<file path="src/rtl/traffic_lane.sv">
// traffic_lane: one lane of evenly spaced objects sharing speed and direction,
// with registered hazard-hit or carrier-safe/carry outputs for the frog.
module traffic_lane #(
    parameter int N_OBJ     = 3,
    parameter int OBJ_W     = 80,
    parameter int OBJ_H     = 40,
    parameter int GAP       = 240,
    parameter int STEP      = 10,
    parameter int SCREEN_W  = 640,
    parameter int FROG_SIDE = 40,
    parameter int TOL       = 10,
    parameter int MODE      = 0
) (
    input  logic                 frame_clk,
    input  logic                 Reset,
    input  logic                 Enable,
    input  logic                 Direction,
    input  logic [4:0]           Speed,
    input  logic [10:0]          Start_X,
    input  logic [10:0]          Lane_Y,
    input  logic [10:0]          Frog_X,
    input  logic [10:0]          Frog_Y,
    output logic [N_OBJ*11-1:0]  Obj_X,
    output logic [10:0]          Obj_Y,
    output logic [10:0]          Obj_Width,
    output logic [10:0]          Obj_Height,
    output logic                 Moved,
    output logic                 Hit,
    output logic [2:0]           Hit_Index,
    output logic                 Frog_Safe,
    output logic [10:0]          Carry_DX
);
    localparam int SPAN = SCREEN_W + OBJ_W;
    localparam logic [10:0] W11 = 11'(OBJ_W);
    localparam logic [10:0] S11 = 11'(STEP);
    localparam logic [12:0] SPAN13 = 13'(SPAN);
    localparam logic signed [11:0] SW = 12'(OBJ_W);
    localparam logic signed [11:0] SH = 12'(OBJ_H);
    localparam logic signed [11:0] STOL = 12'(TOL);
    localparam logic signed [11:0] SHI = 12'(FROG_SIDE - TOL);
    localparam logic signed [11:0] SMID = 12'(FROG_SIDE / 2);

    typedef enum logic {RUN, PAUSE} state_t;

    state_t      state;
    logic [4:0]  cnt;
    logic [10:0] pos [N_OBJ];
    logic [10:0] init_p [N_OBJ];
    logic [10:0] next_p [N_OBJ];

    logic signed [11:0] fx, fy, ly;
    logic signed [11:0] fl, fr, ft, fb, fc, lb;
    logic               yo;
    logic [N_OBJ-1:0]   xo, ci;
    logic [2:0]         idx_x, idx_c, idx_n;
    logic               hit_n, safe_n, move_now;
    logic [10:0]        carry_n;

    assign Obj_Y      = Lane_Y;
    assign Obj_Width  = W11;
    assign Obj_Height = 11'(OBJ_H);

    assign fx = {1'b0, Frog_X};
    assign fy = {1'b0, Frog_Y};
    assign ly = {1'b0, Lane_Y};
    assign fl = fx + STOL;
    assign fr = fx + SHI;
    assign ft = fy + STOL;
    assign fb = fy + SHI;
    assign fc = fx + SMID;
    assign lb = ly + SH;
    assign yo = (ft < lb) && (ly < fb);

    // P is kept offset by OBJ_W so it never goes negative
    for (genvar i = 0; i < N_OBJ; i++) begin : g_obj
        logic signed [11:0] xl, xr;
        logic [12:0]        ip, rp;
        logic [10:0]        right, left;

        assign Obj_X[11*i +: 11] = pos[i] - W11;
        assign xl = {Obj_X[11*i+10], Obj_X[11*i +: 11]};
        assign xr = xl + SW;
        assign xo[i] = (fl < xr) && (xl < fr);
        assign ci[i] = (xl <= fc) && (fc < xr);

        assign ip = 13'(Start_X) + 13'(OBJ_W + i * GAP);
        assign init_p[i] = (ip >= SPAN13) ? 11'(ip - SPAN13) : ip[10:0];

        assign rp = 13'(pos[i]) + 13'(STEP);
        assign right = (rp >= SPAN13) ? 11'(rp - SPAN13) : rp[10:0];
        assign left = (pos[i] < S11)
                    ? 11'(13'(pos[i]) + 13'(SPAN - STEP))
                    : pos[i] - S11;
        assign next_p[i] = Direction ? right : left;
    end

    assign move_now = (state == RUN) && Enable && (cnt >= Speed);

    always_comb begin
        idx_x = '0;
        idx_c = '0;
        for (int i = N_OBJ - 1; i >= 0; i--) begin
            if (xo[i]) idx_x = 3'(i);
            if (ci[i]) idx_c = 3'(i);
        end
        if (MODE == 1) begin
            safe_n = yo & (|ci);
            hit_n  = yo & ~(|ci);
            idx_n  = safe_n ? idx_c : 3'd0;
        end else begin
            safe_n = 1'b0;
            hit_n  = yo & (|xo);
            idx_n  = hit_n ? idx_x : 3'd0;
        end
        carry_n = '0;
        if (safe_n && move_now)
            carry_n = Direction ? S11 : -S11;
    end

    always_ff @(posedge frame_clk) begin
        if (Reset) begin
            state     <= RUN;
            cnt       <= '0;
            Moved     <= 1'b0;
            Hit       <= 1'b0;
            Hit_Index <= '0;
            Frog_Safe <= 1'b0;
            Carry_DX  <= '0;
            for (int i = 0; i < N_OBJ; i++)
                pos[i] <= init_p[i];
        end else begin
            Moved     <= move_now;
            Hit       <= hit_n;
            Hit_Index <= idx_n;
            Frog_Safe <= safe_n;
            Carry_DX  <= carry_n;
            case (state)
                RUN: begin
                    if (!Enable) begin
                        state <= PAUSE;
                    end else if (cnt >= Speed) begin
                        cnt <= '0;
                        for (int i = 0; i < N_OBJ; i++)
                            pos[i] <= next_p[i];
                    end else begin
                        cnt <= cnt + 5'd1;
                    end
                end
                PAUSE: begin
                    if (Enable) state <= RUN;
                end
            endcase
        end
    end
endmodule

</file>
<file path="config.mk">
export PLATFORM = sky130hd
export DESIGN_NAME = traffic_lane
export DESIGN_NICKNAME = d
export VERILOG_FILES = /design/src/rtl/traffic_lane.sv
export SDC_FILE = /design/constraint.sdc
export NUM_CORES = 1
export LEC_CHECK = 0
export BUFFER_PORTS_ARGS = -buffer_cell sky130_fd_sc_hd__buf_2
export CELL_PAD_IN_SITES_DETAIL_PLACEMENT = 1
export CELL_PAD_IN_SITES_GLOBAL_PLACEMENT = 1
export CORE_ASPECT_RATIO = 0.6
export CORE_MARGIN = 8
export CORE_UTILIZATION = 25
export CTS_BUF_LIST = sky130_fd_sc_hd__clkbuf_2 sky130_fd_sc_hd__clkbuf_4 sky130_fd_sc_hd__clkbuf_8
export DETAILED_ROUTE_END_ITERATION = 6
export GPL_ROUTABILITY_DRIVEN = 0
export GPL_TIMING_DRIVEN = 0
export HOLD_SLACK_MARGIN = 0.12
export PLACE_DENSITY = 0.55
export SLEW_MARGIN = 10
export SYNTH_ARGS = -nofsm -noshare
export SYNTH_HDL_FRONTEND = slang
export SYNTH_SLANG_ARGS = --single-unit
export TNS_END_PERCENT = 100
</file>
<file path="constraint.sdc">
create_clock -name frame_clk -period 3.3 [get_ports frame_clk]
set_input_delay 0.33 -clock frame_clk [delete_from_list [all_inputs] [get_ports frame_clk]]
set_output_delay 0.33 -clock frame_clk [all_outputs]
set_load 0.01 [all_outputs]
</file>
# [Word-level counts from Yosys, hierarchy flattened]
# Memories as Yosys holds them, arrays and structs flattened.
# Index checks and enable logic that the tools add are counted.
[totals] out_inout_bits=83 n_memories=1 input_bits=53 ff_bits=10 ramBits=33 wordCells=97
[memory_table] memory="pos" words=3 width=11 rd=3 rd_ports_with_merged_regs=0 write_ports=3 line="47" rtl="logic [10:0] pos [N_OBJ];"
[op_classes] bitwise=6 muxes=26 reduce_logical=10 addsub=30 order_cmp=18
[op_table] cell="$mux W11" n=15
[op_table] cell="$ge A12 B10 Y1 const B" n=6
[op_table] cell="$sub A11 B10 Y11 const B" n=6
[op_table] cell="$add A11 B4 Y12 const B" n=5
[op_table] cell="$lt A12 B12 Y1" n=5
[op_table] cell="$add A11 B8 Y12 const B" n=3
[op_table] cell="$lt A11 B12 Y1" n=3
[op_table] cell="$add A11 B10 Y11 const B" n=3
[op_table] cell="$lt A11 B4 Y1 const B" n=3
[op_table] cell="$sub A11 B4 Y11 const B" n=3
[op_table] cell="$sub A11 B7 Y11 const B" n=3
[op_table] cell="$add A11 B5 Y12 const B" n=2
[op_table] cell="$add A11 B10 Y12 const B" n=1
[op_table] cell="$add A11 B6 Y12 const B" n=1
[op_table] cell="$add A11 B7 Y12 const B" n=1
[op_table] cell="$add A11 B9 Y12 const B" n=1
[op_table] cell="$mux W1" n=9
[op_table] cell="$logic_and A1 B1 Y1" n=6
[op_table] cell="$reduce_or A3 Y1" n=2
[op_table] cell="$add A5 B1 Y5 const B" n=1
[op_table] cell="$ge A5 B5 Y1" n=1
[op_table] cell="$mux W5" n=1
[op_table] cell="$reduce_or A4 Y1" n=1
[op_table] cell="$or A1 B1 Y1" n=3
[op_table] cell="other kinds (4)" n=5

# [Depth between registers and ports, before layout]
# Gate-level depths: netlist of the first run.
# An unclocked memory read counts as a cell.
[logic_depth] word_depth=9 mapped_depth=18 mapped_depth_nobuf=17

# [Worst setup path after synthesis of the first run]
# Ideal clock, no wire load.
[synth_path] path_type="reg-to-reg" from="mem pos[1][4] (netlist: pos[0][15])" to="reg Hit" slack_ns=-0.078 required_time_ns=3.230 setup_ns=0.070 arrival_ns=3.308 path_buffers=1 stages_incl_launch_ff=19 synth_period_minus_slack_ns=3.378 path_cell_list="edfxtp_1 -> buf_4 -> inv_1 -> ha_1 -> inv_1 -> a21oi_1 -> xnor2_1 -> inv_1 -> and3_1 -> nand2_1 -> nand2_1 -> ha_1 -> inv_1 -> or3_1 -> a211o_1 -> o31ai_1 -> o31ai_1 -> o31a_1 -> a21oi_1"
[synth_lines] element="start: declaration" line="47"
[synth_lines] element="end signal: assignment" line="133" rtl="Hit <= hit_n;"
[synth_lines] element="end: declaration" line="28" rtl="output logic Hit,"

==> results.yml, run 1 <==
synthesis:
  ys.flop_type: "edfxtp_1"
  syn_area_mm2: 0.00863
  synth.area.top_cells: "ha_1, edfxtp_1, xnor2_1, buf_4, xor2_1"
  synth-seq-cells: 41
  yosys.area.top_type: "ha_1"
  yosys_warnings: 0
  netlist_instances: 1098
  synthArstFlopShare_pct: 0
  synth_edf_count: 31
  syn_avg_cell_area_um2: 7.86
  synth.distinct_cells: 94
  synth_top_area_share_pct: 17.8
  seq_area_frac_synth_pct: 13.1
routing:
  viasPerCell: 4.95
  drc: 0
  finalWirelength_mm: 34.9
  vias: 8712
  antenna_left: 0
  drt_pass1_iterations: 5
  wl_per_cell_um: 19.9
  drt-initial-drc-count: 506
floorplanning:
  die_x_um: 256
  start_util_pct: 25.5
  pin_count: 136
  die-area_mm2: 0.0409
  rows: 52
  coreArea_mm2: 0.0338
  fp.dieH_um: 160
worst_setup_path:
  worst-path-buf-inv: 5
  rrSetupSlack_ns: 0.07
  criticalPathCategory: "reg -> reg"
  path_delay_family: "compound AO/OA/AOI/OAI gates"
  startpoint_type: "register"
  ff2ff_path_depth: 18
  endpoint: "Hit"
  crit_slowest_cell: "edfxtp_1"
  cp_max_fo: 4
  cp_data_required_time_ns: 3.58
  r2r-start: "pos[0][15]"
  cp_slowest_stage_delay_ns: 0.43
  cp_num_cells: 18
  cp_cell_sequence: "buf_6 > clkinvlp_4 > ha_4 > inv_4 > a21oi_4 > xnor2_2 > inv_2 > and3_4 > nand2_2 > nand2_2 > ha_4 > inv_2 > or3_4 > a211o_1 > o31ai_4 > o31ai_4 > o31a_1 > a21oi_2"
  cp-end-kind: "register"
  worst_ep_arrival_time_ns: 3.51
  setup.worst_path.start: "pos[0][15]"
  r2r_end: "Hit"
finish:
  final_cells: 1759
  final_common_cell: "buf_4"
  final_cell_mix: "buf_4, ha_1, buf_2"
  n_antenna_cell: 0
  area_growth_syn_to_layout_pct: 28.4
  drive_above_1_share_pct: 28.5
  fin_nets: 1475
power:
  p_leak_uw: 0.00479
  power.density_mw_per_mm2: 362
  max-vdd-ir-drop_uv: 166
sta:
  slew_viol_final: 0
  post-route-period-util_pct: 97.9
  fin_skew_ns: 0.0198
  max_freq_ghz: 0.309
  setup_violations: 0
  slew_headroom_pct: 38.2
  hold_viol_final: 0
  layout_min_cycle_time_ns: 3.23
  tightest_slew_ns: 0.928
  rsz0062_at_grt: "yes"
  worst_hold_slack_ns: 0.159
cts:
  clk_pin_slew_ns: 0.11
  cts_tree: "done"
  cts_buffer_depth: 2
  cts_hold_buf: 0
  clkSinkCount: 41
  cts_root_buffer: "clkbuf_8"
  htreeDepth: 2
  cts-buffers-inserted: 5
  insertion_delay_ns: 0.35
run:
  drv_cap: 0
run_status:
  status: "finished clean"
hold_path:
  min-delay-path-class: "in -> reg"
  hold_path.startpoint: "Enable"
global_route:
  track_usage_pct: 16.3
  grt_max_degree: 26
  grt_pass1_wl_mm: 52.7
  gr-total-overflow: 0
  grt_pass1_vias: 8526
  antenna_found_initial: 0
placed_design:
  dp_hpwl_mm: 28.5
  portBuffers: 91
  dpl.cell_count: 1682
-- worst reg2reg max path: stages, from the launching register on --
cell	delay, ns
edfxtp_1	0.43
buf_6	0.15
clkinvlp_4	0.09
ha_4	0.17
inv_4	0.04
a21oi_4	0.13
xnor2_2	0.15
inv_2	0.08
and3_4	0.18
nand2_2	0.07
nand2_2	0.06
ha_4	0.26
inv_2	0.03
or3_4	0.32
a211o_1	0.27
o31ai_4	0.22
o31ai_4	0.15
o31a_1	0.18
a21oi_2	0.17
-- power by group --
group / switching, uW / total, uW / leakage, uW / internal, uW
sequential: 55.2 / 675 / 0.000387 / 620
combinational: 1620 / 2850 / 0.00435 / 1240
clock: 255 / 483 / 0.0000543 / 228
total: 1930 / 4010 / 0.00479 / 2080
-- sequential cells by signal, indices dropped and copies added, names as in the netlist --
signal     flops
Hit            1
Hit_Index      2
Moved          1
cnt            5
pos           31
state          1
-- timing repair --
item                                    in CTS  in global routing
gates resized for setup                     50                 88
endpoints found under the setup margin      23                 28
buffers inserted                            42                 30
pin swaps                                   13                 25
-- how the worst min path moves through the flow --
stage	endpoint	slack, ns	cells past startpoint
6_report	state	0.16	2
5_1_grt	state	0.15	2
4_1_cts	state	0.14	2
3_5_place_dp	state	0.51	2
3_3_place_gp	state	0.52	2
2_1_floorplan	state	0.40	1
-- cell families (layout without fill, tap and decap cells) --
| group | count (synthesis) | in the layout | share of synthesized area, % |
|---|---|---|---|
| AND/OR/NAND/NOR | 295 | 295 | 17.7 |
| AO/OA/AOI/OAI | 300 | 300 | 24.0 |
| other | 2 | 35 | 0.0870 |
| flip-flops | 41 | 41 | 13.1 |
| XOR/XNOR | 151 | 151 | 15.4 |
| multiplexers | 9 | 9 | 1.07 |
| buffers and inverters | 177 | 346 | 10.8 |
| adder cells (fa/ha/maj) | 123 | 123 | 17.8 |
-- cell type report --
cell class	instances	area, um^2
Fill cell	4148	22700
Multi-Input combinational cell	913	7270
Sequential cell	41	1130
Timing Repair Buffer	164	1020
Buffer	110	709
Tap cell	459	574
Inverter	64	267
Clock buffer	5	68.8
Clock inverter	3	46.3
-- routing by layer --
layer	GRT usage [%]	share of wire (%)
met1	25.9	56
met2	22.4	39
met3	2.79	4.2
met4	2.06	0.87
met5	0	0
-- metrics by stage --
stage / setup TNS [ns] / setup WS [ns] / utilization, % / power, uW / area, um^2
2_1_floorplan: 0 / 0.00858 / - / 2370 / 8810
3_3_place_gp: -4.54 / -0.815 / 29.1 / 3040 / 9840
3_5_place_dp: -5.48 / -0.882 / 29.1 / 3080 / 9860
4_1_cts: -0.0269 / -0.0269 / 31.1 / 3810 / 10500
5_1_grt: -0.265 / -0.0794 / 32.8 / 4340 / 11100
6_report: 0 / 0.0688 / 32.8 / 4010 / 11100
-- Yosys cell counts (10+ instances only) --
cell type and count:
nand3_1 14, a211oi_1 16, xor2_1 48, dfxtp_1 10, nor4_1 10, o2111ai_1 12, inv_1 62, clkbuf_1 28
buf_2 15, o21ai_0 78, ha_1 123, xnor2_1 102, nand2b_1 12, edfxtp_1 31, nor3_1 21, or3_1 10
buf_4 63, a21o_1 25, nand4_1 13, nand2_1 72, nor2b_1 11, nor2_1 78, o211ai_1 11, a21oi_1 65
o21a_1 10
(Power assumes the default switching activity.)
==> run 2, diff against run 1 <==
--- a/config.mk
+++ b/config.mk
@@ -8,7 +8,7 @@
 export BUFFER_PORTS_ARGS = -buffer_cell sky130_fd_sc_hd__buf_2
 export CELL_PAD_IN_SITES_DETAIL_PLACEMENT = 1
 export CELL_PAD_IN_SITES_GLOBAL_PLACEMENT = 1
-export CORE_ASPECT_RATIO = 0.6
+export CORE_ASPECT_RATIO = 2
 export CORE_MARGIN = 8
 export CORE_UTILIZATION = 25
 export CTS_BUF_LIST = sky130_fd_sc_hd__clkbuf_2 sky130_fd_sc_hd__clkbuf_4 sky130_fd_sc_hd__clkbuf_8
==> results.yml, run 2 (synthesis results as in run 1) <==
worst_setup_path:
  r2r_end: "Hit"
  r2r-start: "pos[0][15]"
  cp-end-kind: "register"
  rrSetupSlack_ns: 0.003
  criticalPathCategory: "reg -> reg"
  worst_ep_arrival_time_ns: 3.57
  cp_data_required_time_ns: 3.57
  startpoint_type: "register"
  ff2ff_path_depth: 17
  cp_max_fo: 4
finish:
  drive_above_1_share_pct: 25.2
  final_cells: 1719
  largest_reg_flops: 31
  finalInstanceArea_mm2: 0.0107
  final_common_cell: "ha_1"
  final_cell_mix: "ha_1, buf_4, buf_2"
  regMostFlops: "pos"
  fin_nets: 1451
  area_growth_syn_to_layout_pct: 23.6
  reg_top3: "pos x31, cnt x5, Hit_Index x2"
  num-fill-cells: 4180
cts:
  cts_tree: "done"
  clkSinkCount: 41
  cts_buffer_depth: 2
  htreeDepth: 2
  cts-buffers-inserted: 5
  insertion_delay_ns: 0.34
  cts_root_buffer: "clkbuf_8"
  clk_pin_slew_ns: 0.11
sta:
  slew_headroom_pct: 27.2
  layout_min_cycle_time_ns: 3.30
  rsz0062_at_grt: "yes"
  setup_violations: 0
  fin_skew_ns: 0.0150
  worst_hold_slack_ns: 0.137
  slew_viol_final: 0
  max_freq_ghz: 0.303
  post-route-period-util_pct: 99.9
  tightest_slew_ns: 1.08
  layout_setup_ws_ns: 0.00323
  hold_viol_final: 0
global_route:
  grt_pass1_vias: 9274
  track_usage_pct: 16.1
  grt_max_degree: 27
  grt_pass1_wl_mm: 51.8
  gr-total-overflow: 0
  antenna_found_initial: 1
power:
  clock_power_share_pct: 10.9
  finalPower_uw: 3720
  max-vdd-ir-drop_uv: 147
  p_leak_uw: 0.00463
  internal_power_uw: 1920
  switchingPower_uw: 1790
  power.density_mw_per_mm2: 348
  combPwrFrac_pct: 71.1
  swShare_pct: 48.2
  pwr-share-seq_pct: 18.0
placed_design:
  place_ws_ns: -0.712
  dpl.cell_count: 1664
  placed_cell_area_mm2: 0.00984
  dp_hpwl_mm: 28.3
  portBuffers: 91
floorplanning:
  fp.dieH_um: 279
  rows: 96
  die_x_um: 147
  die-area_mm2: 0.0411
  start_util_pct: 25.2
  pin_count: 136
  coreArea_mm2: 0.0342
routing:
  finalWirelength_mm: 33.7
  drc: 0
  drt-initial-drc-count: 238
  viasPerCell: 4.98
  wl_per_cell_um: 19.6
  vias: 8561
  antenna_left: 0
  drt_pass1_iterations: 6
run:
  drv_cap: 0
hold_path:
  hold_path.startpoint: "Enable"
  whs_path_depth: 2
  whs_endpoint: "state"
  min-delay-path-class: "in -> reg"
run_status:
  status: "finished clean"
[run 2: per-stage QoR]
step	utilization (%)	setup TNS (ns)
2_1_floorplan	-	0
3_3_place_gp	28.7	-5.92
3_5_place_dp	28.7	-6.59
4_1_cts	30.3	-0.0108
5_1_grt	31.2	-0.537
6_report	31.2	0
[run 2: metal layers]
metal  share of wire, %  track usage (%)  vias to the layer above
met3                2.4             1.51                       51
li1                   -                -                     4209
met5                  0                0                        -
met4                4.2             7.23                        0
met2                 60             35.0                      161
met1                 33             13.8                     4140
[run 2: power groups by stage]
stage / logic (uW) / clock network, uW / registers [uW]
2_1_floorplan: 1710 / 0 / 660
3_3_place_gp: 2340 / 0 / 675
3_5_place_dp: 2380 / 0 / 677
4_1_cts: 2570 / 423 / 668
5_1_grt: 2940 / 428 / 676
6_report: 2640 / 406 / 669
[run 2: worst max-delay path by stage]
stage,start,end,depth (start not counted)
after floorplan,pos[0][15],Hit,18
after global placement,Frog_X[1],Hit,16
after detailed placement,Frog_X[1],Hit,16
after CTS,pos[0][16],Hit,18
after global routing,pos[0][15],Hit,17
final,pos[0][15],Hit,17
[run 2: layout make-up]
class                   instances  area (um^2)  area share, %
diodes                          2         5.00         0.0469
plain buffers                 111          708           6.64
clock buffers                   5         68.8          0.645
clock inverters                 3         28.8          0.270
inverters                      64          255           2.39
multi-input cells             913         7090           66.4
flip-flops and latches         41         1130           10.6
well taps                     441          552           5.17
repair buffers                139          832           7.80
[run 2: critical path, cell delays in order (launching register included)]
cell        delay [ns]
edfxtp_1          0.40
buf_6             0.14
clkinvlp_4        0.11
ha_4              0.19
buf_6             0.12
xnor2_4           0.12
a21o_1            0.18
and3_4            0.16
nand2_2           0.06
nand2_1           0.05
ha_1              0.30
inv_2             0.04
or3_4             0.32
a211o_1           0.31
o31ai_4           0.30
o31ai_4           0.15
o31a_1            0.13
a21oi_1           0.13
[run 2: timing repair]
item	4_1_cts	5_1_grt
setup buffers	32	15
cloned	0	0
pin swaps	14	17
hold buffers	0	0
endpoints found under the setup margin	21	26
resized for setup	44	46
